===== config.mk =====
export PLATFORM = sky130hd
export DESIGN_NAME = uart_block_bridge
export DESIGN_NICKNAME = d
export VERILOG_FILES = /design/src/rtl/uart_bridge_pkg.sv /design/src/rtl/uart_block_ser.sv /design/src/rtl/uart_block_bridge.sv
export SDC_FILE = /design/constraint.sdc
export NUM_CORES = 1
export LEC_CHECK = 0
export BUFFER_PORTS_ARGS = -buffer_cell sky130_fd_sc_hd__buf_4
export CORE_MARGIN = 5
export CORE_UTILIZATION = 53
export CTS_CLUSTER_DIAMETER = 80
export CTS_CLUSTER_SIZE = 12
export DETAILED_ROUTE_END_ITERATION = 7
export GPL_ROUTABILITY_DRIVEN = 0
export PLACE_DENSITY_LB_ADDON = 0.3
export SLEW_MARGIN = 20
export SYNTH_ARGS = -nofsm -noshare
export SYNTH_HDL_FRONTEND = slang
export SYNTH_SLANG_ARGS = --single-unit

===== constraint.sdc =====
create_clock -name clk -period 2 [get_ports clk]
set_input_delay 0.1 -clock clk [delete_from_list [all_inputs] [get_ports clk]]
set_output_delay 0.1 -clock clk [all_outputs]
set_load 0.02 [all_outputs]

===== src/rtl/uart_bridge_pkg.sv =====
// Shared sizing and state types for the UART block bridge (RX assembler + TX serializer).
package uart_bridge_pkg;
    localparam int BLOCK_BYTES = 16;
    localparam int BLOCK_W     = BLOCK_BYTES * 8;
    localparam int IDX_W       = $clog2(BLOCK_BYTES);

    typedef enum logic {
        RX_COLLECT,
        RX_HOLD
    } rx_state_e;

    typedef enum logic [1:0] {
        TX_IDLE,
        TX_START,
        TX_WAIT_BUSY,
        TX_WAIT_DONE
    } tx_state_e;
endpackage


===== src/rtl/uart_block_ser.sv =====
// Serializes a 16-byte block into one tx_start per byte, MSB byte first; never starts while tx_busy.
// Latency: first tx_start the cycle after acceptance at the earliest; blk_in_ready only in IDLE.
module uart_block_ser
    import uart_bridge_pkg::*;
(
    input  logic               clk,
    input  logic               rst,
    input  logic [BLOCK_W-1:0] blk_in,
    input  logic               blk_in_valid,
    output logic               blk_in_ready,
    output logic [7:0]         tx_data,
    output logic               tx_start,
    input  logic               tx_busy
);
    tx_state_e          state_q, state_d;
    logic [BLOCK_W-1:0] shreg_q, shreg_d;
    logic [IDX_W-1:0]   idx_q, idx_d;

    always_ff @(posedge clk) begin
        if (rst) begin
            state_q <= TX_IDLE;
            shreg_q <= '0;
            idx_q   <= '0;
        end else begin
            state_q <= state_d;
            shreg_q <= shreg_d;
            idx_q   <= idx_d;
        end
    end

    // The byte being sent always sits in the top lane, so tx_data is stable until it is shifted out.
    assign tx_data = shreg_q[BLOCK_W-1 -: 8];

    always_comb begin
        state_d      = state_q;
        shreg_d      = shreg_q;
        idx_d        = idx_q;
        tx_start     = 1'b0;
        blk_in_ready = 1'b0;
        unique case (state_q)
            TX_IDLE: begin
                blk_in_ready = ~rst;
                if (blk_in_valid && !rst) begin
                    shreg_d = blk_in;
                    idx_d   = '0;
                    state_d = TX_START;
                end
            end
            TX_START: begin
                if (!tx_busy && !rst) begin
                    tx_start = 1'b1;
                    state_d  = TX_WAIT_BUSY;
                end
            end
            TX_WAIT_BUSY: begin
                if (tx_busy) state_d = TX_WAIT_DONE;
            end
            TX_WAIT_DONE: begin
                if (!tx_busy) begin
                    shreg_d = {shreg_q[BLOCK_W-9:0], 8'h00};
                    if (idx_q == IDX_W'(BLOCK_BYTES - 1)) begin
                        idx_d   = '0;
                        state_d = TX_IDLE;
                    end else begin
                        idx_d   = idx_q + IDX_W'(1);
                        state_d = TX_START;
                    end
                end
            end
        endcase
    end
endmodule


===== src/rtl/uart_block_bridge.sv =====
// Bridges UART bytes to 128-bit blocks both ways; RX assembles 16 bytes and holds until consumed.
// Optional macro UART_BRIDGE_TIMEOUT_EN discards a stalled partial RX block after TIMEOUT_CLKS idle cycles.
module uart_block_bridge
    import uart_bridge_pkg::*;
#(
    parameter int TIMEOUT_CLKS = 4340
) (
    input  logic               clk,
    input  logic               rst,
    input  logic [7:0]         rx_data,
    input  logic               rx_valid,
    output logic [7:0]         tx_data,
    output logic               tx_start,
    input  logic               tx_busy,
    output logic [BLOCK_W-1:0] blk_out,
    output logic               blk_out_valid,
    input  logic               blk_out_ready,
    input  logic [BLOCK_W-1:0] blk_in,
    input  logic               blk_in_valid,
    output logic               blk_in_ready,
    output logic               rx_overrun,
    output logic               rx_timeout
);
    if (TIMEOUT_CLKS < 2) begin : g_bad_timeout
        $error("TIMEOUT_CLKS must be at least 2");
    end

    rx_state_e          rx_state_q, rx_state_d;
    logic [IDX_W-1:0]   cnt_q, cnt_d;
    logic [BLOCK_W-1:0] blk_q, blk_d;
    logic               ovr_q, ovr_d;

`ifdef UART_BRIDGE_TIMEOUT_EN
    localparam int IDLE_W = $clog2(TIMEOUT_CLKS) + 1;
    logic [IDLE_W-1:0] idle_q, idle_d;
    logic              tmo_q, tmo_d;
    assign rx_timeout = tmo_q;
`else
    assign rx_timeout = 1'b0;
`endif

    always_ff @(posedge clk) begin
        if (rst) begin
            rx_state_q <= RX_COLLECT;
            cnt_q      <= '0;
            blk_q      <= '0;
            ovr_q      <= 1'b0;
`ifdef UART_BRIDGE_TIMEOUT_EN
            idle_q     <= '0;
            tmo_q      <= 1'b0;
`endif
        end else begin
            rx_state_q <= rx_state_d;
            cnt_q      <= cnt_d;
            blk_q      <= blk_d;
            ovr_q      <= ovr_d;
`ifdef UART_BRIDGE_TIMEOUT_EN
            idle_q     <= idle_d;
            tmo_q      <= tmo_d;
`endif
        end
    end

    always_comb begin
        rx_state_d = rx_state_q;
        cnt_d      = cnt_q;
        blk_d      = blk_q;
        ovr_d      = 1'b0;
`ifdef UART_BRIDGE_TIMEOUT_EN
        idle_d     = idle_q;
        tmo_d      = 1'b0;
`endif
        unique case (rx_state_q)
            RX_COLLECT: begin
                // Shifting left leaves the first byte of the block in the top lane after 16 bytes.
                if (rx_valid) begin
                    blk_d = {blk_q[BLOCK_W-9:0], rx_data};
                    if (cnt_q == IDX_W'(BLOCK_BYTES - 1)) begin
                        cnt_d      = '0;
                        rx_state_d = RX_HOLD;
                    end else begin
                        cnt_d = cnt_q + IDX_W'(1);
                    end
`ifdef UART_BRIDGE_TIMEOUT_EN
                    idle_d = '0;
                end else if (cnt_q != '0) begin
                    if (idle_q == IDLE_W'(TIMEOUT_CLKS - 1)) begin
                        idle_d = '0;
                        cnt_d  = '0;
                        tmo_d  = 1'b1;
                    end else begin
                        idle_d = idle_q + IDLE_W'(1);
                    end
`endif
                end
            end
            RX_HOLD: begin
                ovr_d = rx_valid;
                if (blk_out_ready) rx_state_d = RX_COLLECT;
            end
        endcase
    end

    assign blk_out       = blk_q;
    assign blk_out_valid = (rx_state_q == RX_HOLD);
    assign rx_overrun    = ovr_q;

    uart_block_ser u_ser (
        .clk          (clk),
        .rst          (rst),
        .blk_in       (blk_in),
        .blk_in_valid (blk_in_valid),
        .blk_in_ready (blk_in_ready),
        .tx_data      (tx_data),
        .tx_start     (tx_start),
        .tx_busy      (tx_busy)
    );
endmodule


==> Yosys cells after proc, flatten, opt, wreduce, memory -nomap -nowiden <==
Index checks and enable logic that the tools add are counted.
{ "word_totals": {"ff_bits": 268, "input_bits": 142} }
{ "op_classes": {"n_addsub": 2, "eq_ne": 9, "mux": 21, "bitwise_logic": 2, "n_reduce_logical": 10} }
{ "op_table": {"columns": ["op", "count"], "rows": [
  ["128-bit 2-to-1 mux", 2],
  ["128-bit case mux with 2 select lines", 1],
  ["4-bit 2-to-1 mux", 4],
  ["4-bit by 1-bit adder with 4-bit output (second input constant)", 2],
  ["4-bit equality test (second input constant)", 2],
  ["2-bit 2-to-1 mux", 4],
  ["2-bit case mux with 4 select lines", 1],
  ["4-bit case mux with 2 select lines", 1],
  ["1-bit 2-to-1 mux", 7],
  ["2-bit equality test (second input constant)", 2],
  ["2-bit by 1-bit inequality test with 1-bit output (second input constant)", 2],
  ["2-bit inequality test (second input constant)", 2],
  ["4-bit AND reduction", 1],
  ["3-bit AND reduction", 1],
  ["2-bit by 1-bit equality test with 1-bit output (second input constant)", 1],
  ["1-bit logical AND", 2],
  ["1-bit logical NOT", 2],
  ["2-bit logical NOT", 1],
  ["1-bit NOT", 2],
  ["1-bit case mux with 2 select lines", 1],
  ["2-bit AND reduction", 1],
  ["2-bit nonzero test", 1],
  ["2-bit OR reduction", 1]
]} }

==> Depth between registers and ports, before layout <==
{ "depth": {"ltp_word": 4, "ltp_mapped": 8, "ltp_nobuf": 6} }

==> By module <==
Synthesis repeated with hierarchy kept, for this count alone.
{ "hier_totals": {"hier_cells": 1206, "area_unflattened_um2": 10608.9} }
{ "by_module_without_submodules": {"columns": ["mod", "n_inst", "cells_each", "area_each_um2"], "rows": [
  ["uart_block_ser", 1, 619, 5950.7],
  ["uart_block_bridge", 1, 587, 4658.2]
]} }

==> Worst setup path before layout <==
OpenSTA, ideal clock, no wires.
{ "synth_timing": {"path_kind": "register -> register", "startpoint": "reg u_ser.state_q[0]", "endpoint": "reg u_ser.shreg_q[65]", "arrival_ns": 1.695, "required_time_ns": 1.920, "slack_ns": 0.225, "path_stages_with_launch": 9, "n_path_buf": 3, "synth_period_minus_slack_ns": 1.775, "cell_sequence": "dfxtp_1 ha_1 buf_2 and2_1 a211oi_2 buf_4 buf_2 nor2_1 a211oi_2"} }
{ "synth_between": {"elab_chain_len": 3, "elab_cells_between_ends": 7, "cone_classes": "eq/ne (3); mux (1); reduce/logical (3)"} }
{ "synth_rtl": {"columns": ["item", "line_no", "rtl"], "rows": [
  ["from (decl)", "uart_block_ser.sv:15", "tx_state_e state_q, state_d;"],
  ["from (signal assigned)", "uart_block_ser.sv:25", "state_q <= state_d;"],
  ["2-bit equality test or 2-bit logical NOT (tied branches)", "uart_block_ser.sv:40", "unique case (state_q)"],
  ["2-bit inequality test (no source line) (tied with other cells)", null, null],
  ["3-bit AND reduction (no source line)", null, null],
  ["to (signal assigned)", "uart_block_ser.sv:26", "shreg_q <= shreg_d;"],
  ["to (decl)", "uart_block_ser.sv:16", "logic [BLOCK_W-1:0] shreg_q, shreg_d;"]
]} }
Parallel ways exist; a longest one is shown, timed or not.
A chain may end at the register's enable or synchronous reset.

==> Worst setup path after layout <==
{ "layout_timing": {"startpoint": "reg u_ser.state_q[1]", "endpoint": "reg u_ser.shreg_q[90]"} }
Same word-level chain as after synthesis.

==> flow_summary.rst <==
.. list-table::
   :header-rows: 1

   * - Metric
     - Value
   * - Result of the run
     - completed
   * - Fraction of layout cells with a size suffix above 1
     - 0.233
   * - CTS Root Buffer Type
     - sky130_fd_sc_hd__clkbuf_16
   * - Most used flip-flop cell after synthesis
     - sky130_fd_sc_hd__dfxtp_1
   * - Total of max-cap violations
     - 0
   * - Total global-route track usage
     - 0.271
   * - Mapped Nets
     - 1,364
   * - Number of placed cells counting well taps
     - 1,671
   * - FF-to-FF End
     - u_ser.shreg_q[90]$_SDFFE_PP0P_
   * - First-pass GRT wire length
     - 50,400 um
   * - Ys Warns
     - 0
   * - Count of port buffers added during placement
     - 281
   * - Number of buffer and inverter stages on the critical path
     - 2
   * - Starting Density
     - 0.542
   * - Number of antenna violations at the first check in global routing
     - 3
   * - Final cell count without fillers
     - 1,841
   * - Cell family contributing the most delay on the critical path
     - compound AO/OA/AOI/OAI gates
   * - Power density over the cells
     - 1140 nW/um2
   * - Routed length per instance
     - 18.0 um
   * - Worst reg-to-reg path cell count
     - 7
   * - Total clock buffers created by CTS
     - 26
   * - Synthesized flop and latch total
     - 268
   * - Type of the setup path with the least slack
     - reg2reg
   * - Delay contributed by the slowest stage of the critical path
     - 0.36 ns
   * - Critical path startpoint category
     - register
   * - Largest fanout on the critical path
     - 25
   * - Antenna-violating nets left
     - 0
   * - Total Power Consumption
     - 17,200 uW
   * - Endpoint kind of the worst setup timing path
     - register
   * - Number of enable-type register cells in the synthesized netlist
     - 0
   * - Clk slew on worst S/H paths
     - 0.06 ns
   * - CP startpoint
     - u_ser.state_q[1]$_SDFFE_PP0P_
   * - Maximum buffer depth of the clock tree
     - 3
   * - Largest net degree at the start of global routing
     - 94
   * - FF-to-FF Start
     - u_ser.state_q[1]$_SDFFE_PP0P_
   * - Crit path time final
     - 1.93 ns
   * - Leakage power
     - 0.00579 uW
   * - Mean number of vias per cell
     - 5.43
   * - Post-route DRC violation count
     - 0
   * - Die Height
     - 152 um
   * - Relative slew slack
     - 0.502
   * - Setup repair after global routing missed its margin
     - no
   * - Standard cell core area
     - 19,700 um2
   * - Most common cell after layout, fill and taps aside
     - sky130_fd_sc_hd__buf_4
   * - Final setup skew
     - 0.0209 ns
   * - Final worst-path cycle share
     - 0.963
   * - Slew of the pin with the lowest slew margin
     - 0.747 ns
   * - Share of Yosys cell area claimed by the top area cell type
     - 0.504
   * - DRC violation total after the first TritonRoute iteration
     - 555
   * - Final nets
     - 1,722
   * - Number of setup violations in the final report
     - 0
   * - Hold path cells
     - 3
   * - CP max stage cell
     - sky130_fd_sc_hd__dfxtp_1
   * - Clock tree from TritonCTS
     - done
   * - Fraction of registers with async set/reset
     - 0
   * - Number of standard-cell rows in the floorplan
     - 51
   * - Synthesis-to-finish area growth
     - 42.3%
   * - Slack of the worst reg-to-reg path
     - 0.07 ns
   * - Number of vias in the routed layout
     - 9,995
   * - Required time reported for the critical path endpoint
     - 2.42 ns
   * - Dpl hpwl
     - 18,500 um
   * - Top achievable clock speed
     - 0.519 GHz
   * - Commonest non-fill, non-tap cells in the layout
     - sky130_fd_sc_hd__buf_4, sky130_fd_sc_hd__nand2_1, sky130_fd_sc_hd__dfxtp_1
   * - WHS
     - 0.0130 ns
   * - Vias in the first global route
     - 9,965
   * - Proportion of synthesized chip area in sequential cells
     - 0.504
   * - Cell depth of the worst setup path
     - 7
   * - Floorplan die width
     - 152 um
   * - Count of endpoints failing hold in the final timing report
     - 0
   * - Dominant cell type by area after synthesis
     - sky130_fd_sc_hd__dfxtp_1
   * - Setup total negative slack
     - 0 ns
   * - Top area cells in the synthesized netlist
     - sky130_fd_sc_hd__dfxtp_1, sky130_fd_sc_hd__mux2i_1, sky130_fd_sc_hd__nand2_1, sky130_fd_sc_hd__a211oi_1, sky130_fd_sc_hd__a21oi_1
   * - Netlist cell types
     - 33
   * - Max Transition Viols Final
     - 0
   * - Gr ovfl total
     - 0
   * - Sinks on Clock Net
     - 268
   * - Number of levels in the clock H-tree
     - 1
   * - Netlist Area Pre-Place
     - 10,700 um2
   * - Data arrival time of the worst path
     - 2.34 ns
   * - Sequence of cells on the critical path
     - ha_4 > and2_2 > a211oi_4 > clkbuf_16 > buf_12 > nor2_1 > a211oi_1
   * - Number of I/O pins
     - 283
   * - Number of iterations in the first detailed-routing pass
     - 5
   * - Area of the die
     - 23,000 um2
   * - Synth Area per Inst
     - 8.77 um2
   * - Clock latency on the worst-skew pair
     - 0.53 ns
   * - Number of standard cells after synthesis
     - 1,215
   * - Class of the worst hold path
     - in2reg
   * - Termination of the worst setup path
     - u_ser.shreg_q[90]$_SDFFE_PP0P_
   * - Peak supply drop
     - 0.718 mV
   * - Share of the core filled with cells in the final layout
     - 0.771
   * - Total wirelength of the detailed-routed design
     - 33,100 um
registers in the layout, indices dropped and copies added, names as in the netlist:
name	cells
u_ser.shreg_q	128
blk_out_valid	1
u_ser.idx_q	4
cnt_q	4
rx_overrun	1
u_ser.state_q	2
blk_out	128
cell usage after synthesis, types with 2 or more instances:
cell type	count
sky130_fd_sc_hd__nand2_1	272
sky130_fd_sc_hd__dfxtp_1	268
sky130_fd_sc_hd__a21oi_1	143
sky130_fd_sc_hd__nor2_1	128
sky130_fd_sc_hd__mux2i_1	121
sky130_fd_sc_hd__a211oi_1	110
sky130_fd_sc_hd__clkbuf_1	65
sky130_fd_sc_hd__buf_2	27
sky130_fd_sc_hd__buf_4	17
sky130_fd_sc_hd__a211oi_2	11
sky130_fd_sc_hd__nand3b_1	8
sky130_fd_sc_hd__ha_1	7
sky130_fd_sc_hd__inv_1	4
sky130_fd_sc_hd__nor2b_1	4
sky130_fd_sc_hd__and3_1	3
sky130_fd_sc_hd__buf_1	3
sky130_fd_sc_hd__nand2b_1	3
sky130_fd_sc_hd__o21ai_0	3
sky130_fd_sc_hd__a311oi_1	2
sky130_fd_sc_hd__nand3_1	2
sky130_fd_sc_hd__nor3b_1	2
cell families (layout without fill, tap and decap cells):
| kind of cell | after synthesis | in the layout | share of synthesized area |
|---|---|---|---|
| buffers and inverters | 116 | 474 | 0.0500 |
| AND/OR/NAND/NOR | 425 | 425 | 0.157 |
| AO/OA/AOI/OAI | 276 | 276 | 0.167 |
| other | 1 | 4 | 0.000352 |
| flip-flops | 268 | 268 | 0.504 |
| multiplexers | 121 | 121 | 0.114 |
| adder cells (fa/ha/maj) | 7 | 7 | 0.00822 |
| XOR/XNOR | 1 | 1 | 0.000822 |
per-layer routing:
metal,part of all wire,GRT usage,routed length [um],vias to the layer above
li1,-,-,-,4847
met1,0.38,0.314,12500,4675
met2,0.49,0.462,16300,367
met3,0.087,0.0866,2860,106
met4,0.042,0.118,1370,0
met5,0,0,0,-
area by class of cell:
cell class                 instances  area, um2
clock buffer                      27        676
inverter                           4       15.0
multi-input combinational        831       4860
clock inverter                     1       8.76
timing repair buffer             442       3900
tap                              265        332
antenna                            3       7.51
sequential                       268       5370
fill                            1286       4490
worst min path at each step:
| stage | to | start | slack [ns] |
|---|---|---|---|
| floorplan | blk_out[0]$_SDFFE_PP0P_ | rx_data[0] | 0.24 |
| global placement | blk_out[4]$_SDFFE_PP0P_ | rx_data[4] | 0.35 |
| detailed placement | blk_out[6]$_SDFFE_PP0P_ | rx_data[6] | 0.36 |
| CTS | u_ser.shreg_q[107]$_SDFFE_PP0P_ | blk_in[107] | 0.005 |
| global route | u_ser.shreg_q[65]$_SDFFE_PP0P_ | blk_in[65] | 0.02 |
| finish | u_ser.shreg_q[104]$_SDFFE_PP0P_ | blk_in[104] | 0.01 |
timing repair:
action,4_1_cts,5_1_grt
pin swaps,0,1
hold endpoints to repair,133,0
cloned,1,2
buffers inserted,0,2
resized for setup,0,19
endpoints found under the setup margin,4,121
hold buffers,134,0
power by group:
group	internal, uW	total (uW)	switching, uW	leakage, uW
logic	2550	5460	2910	0.00326
clock network	2370	4290	1920	0.000337
registers	6670	7490	819	0.00219
tightest hold or removal path, cell delays in order:
cell	delay, ns
sky130_fd_sc_hd__buf_4	0.11
sky130_fd_sc_hd__mux2i_1	0.16
sky130_fd_sc_hd__a211oi_1	0.11
through the flow:
step                cell area (um2)  setup slack [ns]
floorplan                     10700             0.225
global placement              12900            0.0978
detailed placement            12900          -0.00334
CTS                           15000           0.00330
global route                  15200            0.0121
finish                        15200            0.0750
No activity file was read; power rests on OpenSTA's default activity.
